==> config.mk <==
export PLATFORM = sky130hd
export DESIGN_NAME = input_debouncer
export DESIGN_NICKNAME = d
export VERILOG_FILES = /design/src/rtl/input_debouncer.sv
export SDC_FILE = /design/constraint.sdc
export NUM_CORES = 1
export LEC_CHECK = 0
export CORE_ASPECT_RATIO = 1.4
export CORE_UTILIZATION = 60
export DETAILED_ROUTE_END_ITERATION = 6
export PLACE_DENSITY = 0.82
export SLEW_MARGIN = 10
export SYNTH_ARGS = -nofsm -noshare
export SYNTH_HDL_FRONTEND = slang
export SYNTH_SLANG_ARGS = --single-unit
==> constraint.sdc <==
create_clock -name iClk -period 10.75 [get_ports iClk]
set_clock_uncertainty 0.2 [all_clocks]
set_input_delay 1.6125 -clock iClk [delete_from_list [all_inputs] [get_ports iClk]]
set_output_delay 1.6125 -clock iClk [all_outputs]
set_load 0.02 [all_outputs]
==> src/rtl/input_debouncer.sv <==
`default_nettype none
// +--------------------------------------------------------------------------+
// | input_debouncer: 2-flop sync + debounce for WIDTH switches and the step  |
// | button, change strobe and step pulses. Macro BTN_AUTOREPEAT_EN enables   |
// | hold-to-repeat. Rev 1.0                                                  |
// +--------------------------------------------------------------------------+
module input_debouncer #(
  parameter int WIDTH         = 8,
  parameter int DB_CYCLES     = 250000,
  parameter int REPEAT_DELAY  = 25000000,
  parameter int REPEAT_PERIOD = 5000000,
  parameter int CNT_W         = 26
) (
  input  logic             iClk,
  input  logic             iRst,
  input  logic [WIDTH-1:0] iSwitch,
  input  logic             iBtn,
  output logic [WIDTH-1:0] oSwitch,
  output logic             oSwChange,
  output logic             oBtnLevel,
  output logic             oBtnPulse
);

  localparam int              C_NCH = WIDTH + 1;
  localparam logic [CNT_W-1:0] C_DB  = CNT_W'(DB_CYCLES);
  localparam logic [CNT_W-1:0] C_ONE = CNT_W'(1);

  logic [C_NCH-1:0] w_raw;
  logic [C_NCH-1:0] w_stable;
  logic [C_NCH-1:0] w_flip;
  logic             w_btn_rise;
  logic             w_btn_fall;
  logic             r_sw_change;
  logic             r_btn_pulse;

  // Button rides along as the top channel so it shares the debounce logic.
  assign w_raw = {iBtn, iSwitch};

  for (genvar gi = 0; gi < C_NCH; gi++) begin : g_ch
    logic             r_s1;
    logic             r_s2;
    logic             r_stable;
    logic [CNT_W-1:0] r_cnt;
    logic [CNT_W-1:0] w_cnt_inc;

    assign w_cnt_inc    = r_cnt + C_ONE;
    assign w_flip[gi]   = (r_s2 != r_stable) && (w_cnt_inc == C_DB);
    assign w_stable[gi] = r_stable;

    always_ff @(posedge iClk or posedge iRst) begin
      if (iRst) begin
        r_s1     <= 1'b0;
        r_s2     <= 1'b0;
        r_stable <= 1'b0;
        r_cnt    <= '0;
      end else begin
        r_s1 <= w_raw[gi];
        r_s2 <= r_s1;
        if (r_s2 == r_stable) begin
          r_cnt <= '0;
        end else if (w_flip[gi]) begin
          r_stable <= r_s2;
          r_cnt    <= '0;
        end else begin
          r_cnt <= w_cnt_inc;
        end
      end
    end
  end

  assign w_btn_rise = w_flip[WIDTH] & ~w_stable[WIDTH];
  assign w_btn_fall = w_flip[WIDTH] &  w_stable[WIDTH];

  // Registered from the flip events so the strobe lines up with the new level.
  always_ff @(posedge iClk or posedge iRst) begin
    if (iRst) r_sw_change <= 1'b0;
    else      r_sw_change <= |w_flip[WIDTH-1:0];
  end

`ifdef BTN_AUTOREPEAT_EN
  typedef enum logic [1:0] {
    ST_IDLE   = 2'd0,
    ST_DELAY  = 2'd1,
    ST_REPEAT = 2'd2
  } state_t;

  localparam logic [CNT_W-1:0] C_RD_LAST = CNT_W'(REPEAT_DELAY - 1);
  localparam logic [CNT_W-1:0] C_RP_LAST = CNT_W'(REPEAT_PERIOD - 1);

  state_t           r_state;
  state_t           w_state_nxt;
  logic [CNT_W-1:0] r_rc;
  logic [CNT_W-1:0] w_rc_nxt;
  logic             w_pulse_nxt;

  always_ff @(posedge iClk or posedge iRst) begin
    if (iRst) begin
      r_state     <= ST_IDLE;
      r_rc        <= '0;
      r_btn_pulse <= 1'b0;
    end else begin
      r_state     <= w_state_nxt;
      r_rc        <= w_rc_nxt;
      r_btn_pulse <= w_pulse_nxt;
    end
  end

  // Release has priority over a repeat falling due on the same edge.
  always_comb begin
    w_state_nxt = r_state;
    w_rc_nxt    = '0;
    w_pulse_nxt = 1'b0;
    if (w_btn_fall) begin
      w_state_nxt = ST_IDLE;
    end else begin
      case (r_state)
        ST_IDLE: begin
          if (w_btn_rise) begin
            w_state_nxt = ST_DELAY;
            w_pulse_nxt = 1'b1;
          end
        end
        ST_DELAY: begin
          if (r_rc == C_RD_LAST) begin
            w_state_nxt = ST_REPEAT;
            w_pulse_nxt = 1'b1;
          end else begin
            w_rc_nxt = r_rc + C_ONE;
          end
        end
        ST_REPEAT: begin
          if (r_rc == C_RP_LAST) w_pulse_nxt = 1'b1;
          else                   w_rc_nxt    = r_rc + C_ONE;
        end
        default: w_state_nxt = ST_IDLE;
      endcase
    end
  end
`else
  typedef enum logic {
    ST_IDLE = 1'b0,
    ST_HELD = 1'b1
  } state_t;

  state_t r_state;
  state_t w_state_nxt;
  logic   w_pulse_nxt;

  always_ff @(posedge iClk or posedge iRst) begin
    if (iRst) begin
      r_state     <= ST_IDLE;
      r_btn_pulse <= 1'b0;
    end else begin
      r_state     <= w_state_nxt;
      r_btn_pulse <= w_pulse_nxt;
    end
  end

  always_comb begin
    w_state_nxt = r_state;
    w_pulse_nxt = 1'b0;
    if (w_btn_fall) begin
      w_state_nxt = ST_IDLE;
    end else if ((r_state == ST_IDLE) && w_btn_rise) begin
      w_state_nxt = ST_HELD;
      w_pulse_nxt = 1'b1;
    end
  end
`endif

  assign oSwitch   = w_stable[WIDTH-1:0];
  assign oBtnLevel = w_stable[WIDTH];
  assign oSwChange = r_sw_change;
  assign oBtnPulse = r_btn_pulse;

endmodule

`default_nettype wire

==> run_results.csv, run 1 <==
group,metric,value,unit
sta,maxClockFrequency,246,MHz
final_layout,final_nets,1654,
final_layout,multi_input_combinational_cell_area,7950,um2
worst_hold_path,hold_path.class,"register to register",
placement,placedInstanceArea,15300,um2
synth,synth_simple_gate_area_share,30.0,%
detailed_routing,drt-wirelength-per-cell,15.8,um
sta,fin_crit_sh,37.8,%
worst_setup_path,worstSetupPathType,"register to register",
floorplanning,count_of_standard_cell_rows,68,
sta,grt_setup_unrepaired,"false",
synth,synth_async_sr_flop_share,100,%
worst_setup_path,critPathMaxFanout,10,
sta,setup-violations-final,0,
detailed_routing,drt.antenna.violating_nets,0,
grt,groute.usage.overall,24.8,%
synth,synth_fa_ha_area_share,1.49,%
power,vdd_ir_drop_max,0.142,mV
worst_setup_path,timing.critical_path.to_type,"register",
floorplanning,die_outline_height,190,um
synth,synth.yosys.seq_area_share,43.8,%
synth,synth_compound_gate_area_share,5.78,%
synth,avgSynthCellArea,9.21,um2
synth,synth_fp_nets,1666,
grt,via_count_of_the_first_global_routing_pass,11783,
final_layout,p_r_area_growth_vs_syn,8.38,%
detailed_routing,detailedRoute.firstPassIterationCount,5,
final_layout,fillerInstances,1934,
clock_tree,cts_tree,"built",
synth,post_synth_mux_area_share,1.92,%
synth,synthDistinctLibCells,75,
clock_tree,clock_tree.root_cell,"sky130_fd_sc_hd__clkbuf_16",
floorplanning,die-area,25800,um2
run_status,outcome,"complete, no violations",
final_layout,post_route_cells_drive_above_1_share,6.02,%
clock_tree,cts_post_setup_buffers_inserted,0,
clock_tree,htree_levels,1,
worst_setup_path,startpoint_type,"register",
detailed_routing,route.detailed.vias_per_inst,6.06,
sta,finalMaxSlewViolations,0,
detailed_routing,detailed_route_via_count,11862,
synth,postSynthCellCount,1637,
detailed_routing,drc,0,
sta,relSlewSlack,27.2,%
worst_setup_path,cp_arrival,4.23,ns
synth,yosys.area_share.xor_xnor,13.5,%
detailed_routing,wl,31.0,mm
grt,antenna_found_initial,0,
synth,synth.yosys.warnings,0,
final_layout,layout.cells.most_common_list,"sky130_fd_sc_hd__nor2_1 (282), sky130_fd_sc_hd__dfrtp_1 (264), sky130_fd_sc_hd__xor2_1 (123)",
synth,dominant_combinational_cell_family_by_area_after_synthesis,"simple AND/OR/NAND/NOR gates",
clock_tree,worstSkewPairLatency,0.53,ns
clock_tree,clk_path_buf_depth,3,
synth,ys_ff_latch,264,
placement,io_buffer_count,21,
worst_setup_path,worst-endpoint-required,10.92,ns
sta,setup_tns,0,ns
final_layout,seq_area,6610,um2
floorplanning,dieWidth,136,um
grt,largest_net_degree_at_the_start_of_global_routing,113,
final_layout,antenna-diode-count,0,
power,power_density_over_the_cells,131,nW/um2
synth,dominantRegCellSynth,"sky130_fd_sc_hd__dfrtp_1",
grt,grt_pass1_wl,53.2,mm
sta,period_needed,4.06,ns
clock_tree,cts.sink_count,264,
synth,synthesis.area,15100,um2
placement,dp_hpwl,21.2,mm
sta,worstMarginPinSlew,1.08,ns
floorplanning,design.portCount,22,
final_layout,layout_commonest_cell,"sky130_fd_sc_hd__nor2_1",
floorplanning,initial_core_util,61.1,%
clock_tree,post_cts_resized,0,
sta,hold_violations,0,
grt,grt_overflow,0,
placement,globalplace.congestion,0.917,
final_layout,final_area,16300,um2
placement,placement.setup.worst_slack,6.66,ns
floorplanning,coreArea,24700,um2
detailed_routing,dr.first_iter.drc_count,698,
synth,synth-edff-count,0,
sta,post-route-worst-setup-slack,6.69,ns
clock_tree,cts_made_buffers,26,
clock_tree,cts_hold_bufs,0,
clock_tree,clkSlewWorstSetupHoldPaths,0.06,ns
run,max_cap_violations,0,
power,power.static_leakage,6.62,nW
==> synth_stat cells (all sizes together), types with 19 or more instances <==
library cell	number	area share, %
nor2	282	7.0
dfrtp	264	44
xor2	123	7.1
nand2	119	3.0
xnor2	109	6.3
nand3	99	3.3
nand4	79	3.4
nor3	57	2.0
buf	48	2.1
nor4	42	2.3
and3	37	1.5
inv	36	0.90
and4	30	1.7
a21oi	28	0.93
o21ai	28	0.93
or3	19	0.82
==> worst max-delay path: stages, from the launching register on <==
cell and delay [ns]:
sky130_fd_sc_hd__dfrtp_1 0.49, sky130_fd_sc_hd__ha_1 0.41, sky130_fd_sc_hd__nand4_1 0.33, sky130_fd_sc_hd__nor4_2 0.90, sky130_fd_sc_hd__nor2_1 0.11, sky130_fd_sc_hd__o211ai_1 0.19, sky130_fd_sc_hd__nand3_1 0.14, sky130_fd_sc_hd__and4_1 0.28
sky130_fd_sc_hd__nor4_1 0.68, sky130_fd_sc_hd__nand4b_1 0.16
==> sequential cells by signal, summed over array words and instances (netlist names) <==
| register | flops |
|---|---|
| oSwChange | 1 |
| g_ch.r_s2 | 9 |
| g_ch.r_cnt | 234 |
| oBtnPulse | 1 |
| g_ch.r_stable | 8 |
| g_ch.r_s1 | 9 |
| oBtnLevel | 1 |
| r_state | 1 |
==> layout make-up <==
cell class | instances | area share (%)
Clock buffer | 36 | 4.59
Sequential cell | 264 | 40.4
Inverter | 36 | 0.873
Tap cell | 315 | 2.41
Timing Repair Buffer | 26 | 1.52
Clock inverter | 11 | 1.58
Multi-Input combinational cell | 1271 | 48.6
==> kinds of logic after synthesis <==
kind of cell | count (synthesis)
AOI/OAI and AO/OA | 128
xor gates and xnor gates | 232
adders and majority gates | 18
buffers and inverters | 102
DFF | 264
muxes | 27
and+or+nand+nor | 866
==> power by group <==
| group | internal [mW] | switching (mW) | total, mW |
|---|---|---|---|
| clock | 0.678 | 0.383 | 1.06 |
| combinational | 0.0185 | 0.0468 | 0.0652 |
| sequential | 1.01 | 0.0143 | 1.02 |
| total | 1.70 | 0.444 | 2.15 |
==> worst paths after layout <==
check / start / endpoint / slack [ns] / cells after the start
setup / recovery: g_ch[4].r_cnt[0] / oSwChange / 6.69 / 9
hold / removal: g_ch[6].r_s1 / g_ch[6].r_s2 / 0.15 / 0
setup reg to reg: g_ch[4].r_cnt[0] / oSwChange / 6.69 / 9
hold reg to reg: g_ch[6].r_s1 / g_ch[6].r_s2 / 0.15 / 0
max in group asynchronous: iRst / g_ch[1].r_cnt[22] / 7.47 / 3
min in group asynchronous: iRst / oBtnLevel / 1.43 / 2
==> per-stage QoR <==
stage / utilization (%) / power, mW / cells / hold slack [ns]
floorplan: - / 1.09 / 1637 / 0.131
CTS: 66.2 / 2.17 / 1959 / 0.149
global route: 66.2 / 2.22 / 1959 / 0.154
global placement: 62.2 / 1.10 / 1912 / 0.132
finish: 66.2 / 2.15 / 1959 / 0.146
detailed placement: 62.2 / 1.10 / 1912 / 0.135
==> layer usage <==
metal,track usage (%),share of wire [%]
met4,9.19,3.1
met5,0,0
met3,2.72,3.3
met2,45.9,52
met1,29.1,41
(Power assumes the default switching activity.)
==> run 2, diff against run 1 <==
--- a/config.mk
+++ b/config.mk
@@ -6,9 +6,9 @@
 export NUM_CORES = 1
 export LEC_CHECK = 0
 export CORE_ASPECT_RATIO = 1.4
-export CORE_UTILIZATION = 60
+export CORE_UTILIZATION = 57
 export DETAILED_ROUTE_END_ITERATION = 6
-export PLACE_DENSITY = 0.82
+export PLACE_DENSITY = 0.81
 export SLEW_MARGIN = 10
 export SYNTH_ARGS = -nofsm -noshare
 export SYNTH_HDL_FRONTEND = slang
==> constraint.sdc (replaced) <==
create_clock -name iClk -period 3.4 [get_ports iClk]
set_clock_uncertainty 0.2 [all_clocks]
set_input_delay 0.51 -clock iClk [delete_from_list [all_inputs] [get_ports iClk]]
set_output_delay 0.51 -clock iClk [all_outputs]
set_load 0.02 [all_outputs]
==> run 2 against run 1 <==
Net effect:
- sequential power rose to 3.2 times the previous value
- non-clock buffer count increased by 41
- hold slack hardly changed
- utilization shrank 2.4 points
==> run_results.csv, run 2 (same netlist as run 1, synthesis figures left out) <==
group,metric,value,unit
run_status,outcome,"complete, no violations",
final_layout,post_route_cells_drive_above_1_share,8.49,%
final_layout,finish.utilization,63.8,%
final_layout,largest-register,"g_ch.r_cnt",
detailed_routing,route.detailed.vias_per_inst,5.97,
worst_setup_path,r2r-end,"g_ch[5].r_cnt[25]",
final_layout,antenna-diode-count,0,
placement,placedCellCount,1962,
worst_setup_path,critPathMaxFanout,24,
run,max_cap_violations,0,
worst_setup_path,critical_path.startpoint,"g_ch[5].r_cnt[5]",
sta,relSlewSlack,46.4,%
final_layout,biggestRegsByFlops,"g_ch.r_cnt: 234 flops, g_ch.r_s1: 9 flops, g_ch.r_s2: 9 flops",
clock_tree,cts_made_buffers,27,
sta,finalMaxSlewViolations,0,
grt,antenna_found_initial,0,
final_layout,final_area,16700,um2
sta,maxClockFrequency,314,MHz
sta,fin_crit_sh,93.6,%
sta,period_needed,3.18,ns
detailed_routing,wl,31.3,mm
floorplanning,design.portCount,22,
final_layout,p_r_area_growth_vs_syn,10.5,%
floorplanning,initial_core_util,57.8,%
sta,worstMarginPinSlew,0.803,ns
clock_tree,cts_tree,"built",
worst_setup_path,timing.rr.start,"g_ch[5].r_cnt[5]",
final_layout,seq_area,6610,um2
clock_tree,cts_hold_bufs,0,
placement,dp_hpwl,22.1,mm
worst_setup_path,worst_setup_path_endpoint,"g_ch[5].r_cnt[25]",
clock_tree,htree_levels,1,
final_layout,final_nets,1696,
sta,grt_setup_unrepaired,"false",
floorplanning,dieWidth,139,um
grt,groute.usage.overall,23.6,%
floorplanning,count_of_standard_cell_rows,70,
worst_setup_path,timing.critical_path.to_type,"register",
grt,grt_overflow,0,
worst_setup_path,worstSetupPathType,"register to register",
final_layout,layout_commonest_cell,"sky130_fd_sc_hd__nor2_1",
final_layout,fillerInstances,2066,
detailed_routing,detailed_route_via_count,12002,
clock_tree,post_cts_resized,0,
final_layout,multi_input_combinational_cell_area,7980,um2
grt,largest_net_degree_at_the_start_of_global_routing,52,
clock_tree,clkSlewWorstSetupHoldPaths,0.06,ns
worst_setup_path,worst-endpoint-required,3.60,ns
sta,setup-violations-final,0,
grt,grt_pass1_wl,54.0,mm
clock_tree,cts_post_setup_buffers_inserted,0,
detailed_routing,detailedRoute.firstPassIterationCount,5,
detailed_routing,drt.antenna.violating_nets,0,
detailed_routing,drt-wirelength-per-cell,15.6,um
worst_setup_path,r2r_slack,0.22,ns
floorplanning,coreArea,26100,um2
placement,io_buffer_count,21,
final_layout,layout.cells.most_common_list,"sky130_fd_sc_hd__nor2_1 (281), sky130_fd_sc_hd__dfrtp_1 (264), sky130_fd_sc_hd__xor2_1 (123)",
clock_tree,clk_path_buf_depth,3,
floorplanning,die_outline_height,194,um
power,power.static_leakage,6.80,nW
sta,hold-worst-slack,0.146,ns
detailed_routing,dr.first_iter.drc_count,603,
power,totalPowerFinal,6.50,mW
grt,via_count_of_the_first_global_routing_pass,11852,
worst_hold_path,hold_path.class,"register to register",
final_layout,finalNonFillerCells,2009,
clock_tree,clock_tree.root_cell,"sky130_fd_sc_hd__clkbuf_16",
clock_tree,worstSkewPairLatency,0.53,ns
clock_tree,cts.sink_count,264,
worst_setup_path,cp_arrival,3.39,ns
placement,placedInstanceArea,15700,um2
worst_setup_path,worstRegToRegCells,9,
sta,post-route-worst-setup-slack,0.216,ns
power,vdd_ir_drop_max,0.401,mV
sta,setup_tns,0,ns
floorplanning,die-area,27100,um2
worst_setup_path,startpoint_type,"register",
power,power_density_over_the_cells,390,nW/um2
placement,globalplace.congestion,0.896,
final_layout,largest_register_ff_count,234,
sta,hold_violations,0,
detailed_routing,drc,0,
placement,placement.setup.worst_slack,0.0575,ns
==> run 2: changes by cell type in the layout (fill, tap and decap cells not counted), sizes merged <==
cell / change
inv: -2
clkbuf: +1
clkinvlp: +1
clkinv: +4
buf: +41
bufinv: -4
==> run 2: routing by layer <==
layer / vias up / part of all wire, % / global-route usage (%)
li1: 5805 / - / -
met1: 5805 / 41 / 28.2
met2: 285 / 51 / 42.1
met4: 0 / 4.6 / 12.1
met3: 107 / 3.2 / 2.44
met5: - / 0 / 0
==> run 2: final cells by class <==
class | instances | area share, %
clock inverters | 10 | 0.901
inverters | 36 | 0.833
repair buffers | 67 | 3.78
well taps | 324 | 2.43
multi-input cells | 1271 | 47.9
clock buffers | 37 | 4.52
flip-flops and latches | 264 | 39.6
==> run 2: worst min-delay path by stage <==
stage / startpoint / endpoint / slack, ns / cells past startpoint
after floorplan: g_ch[0].r_s1 / g_ch[0].r_s2 / 0.13 / 0
after global placement: g_ch[6].r_s1 / g_ch[6].r_s2 / 0.13 / 0
after detailed placement: g_ch[7].r_s1 / g_ch[7].r_s2 / 0.13 / 0
after CTS: g_ch[7].r_s1 / g_ch[7].r_s2 / 0.15 / 0
after global routing: g_ch[6].r_s1 / g_ch[6].r_s2 / 0.16 / 0
final: g_ch[7].r_s1 / g_ch[7].r_s2 / 0.15 / 0
==> run 2: critical path, cell delays in order (launching register included) <==
cell and delay, ns:
sky130_fd_sc_hd__dfrtp_1 0.46, sky130_fd_sc_hd__nand4_2 0.28, sky130_fd_sc_hd__or3_1 0.49, sky130_fd_sc_hd__nor3_1 0.26
sky130_fd_sc_hd__xor2_1 0.13, sky130_fd_sc_hd__nor4_1 0.29, sky130_fd_sc_hd__nand4_1 0.38, sky130_fd_sc_hd__nand2b_1 0.18
sky130_fd_sc_hd__buf_4 0.29, sky130_fd_sc_hd__nor2_1 0.09
==> run 2: report_power, final <==
part / internal (mW) / switching [mW]
combinational: 0.0816 / 0.156
sequential: 3.18 / 0.0453
clock: 1.84 / 1.19
total: 5.10 / 1.40
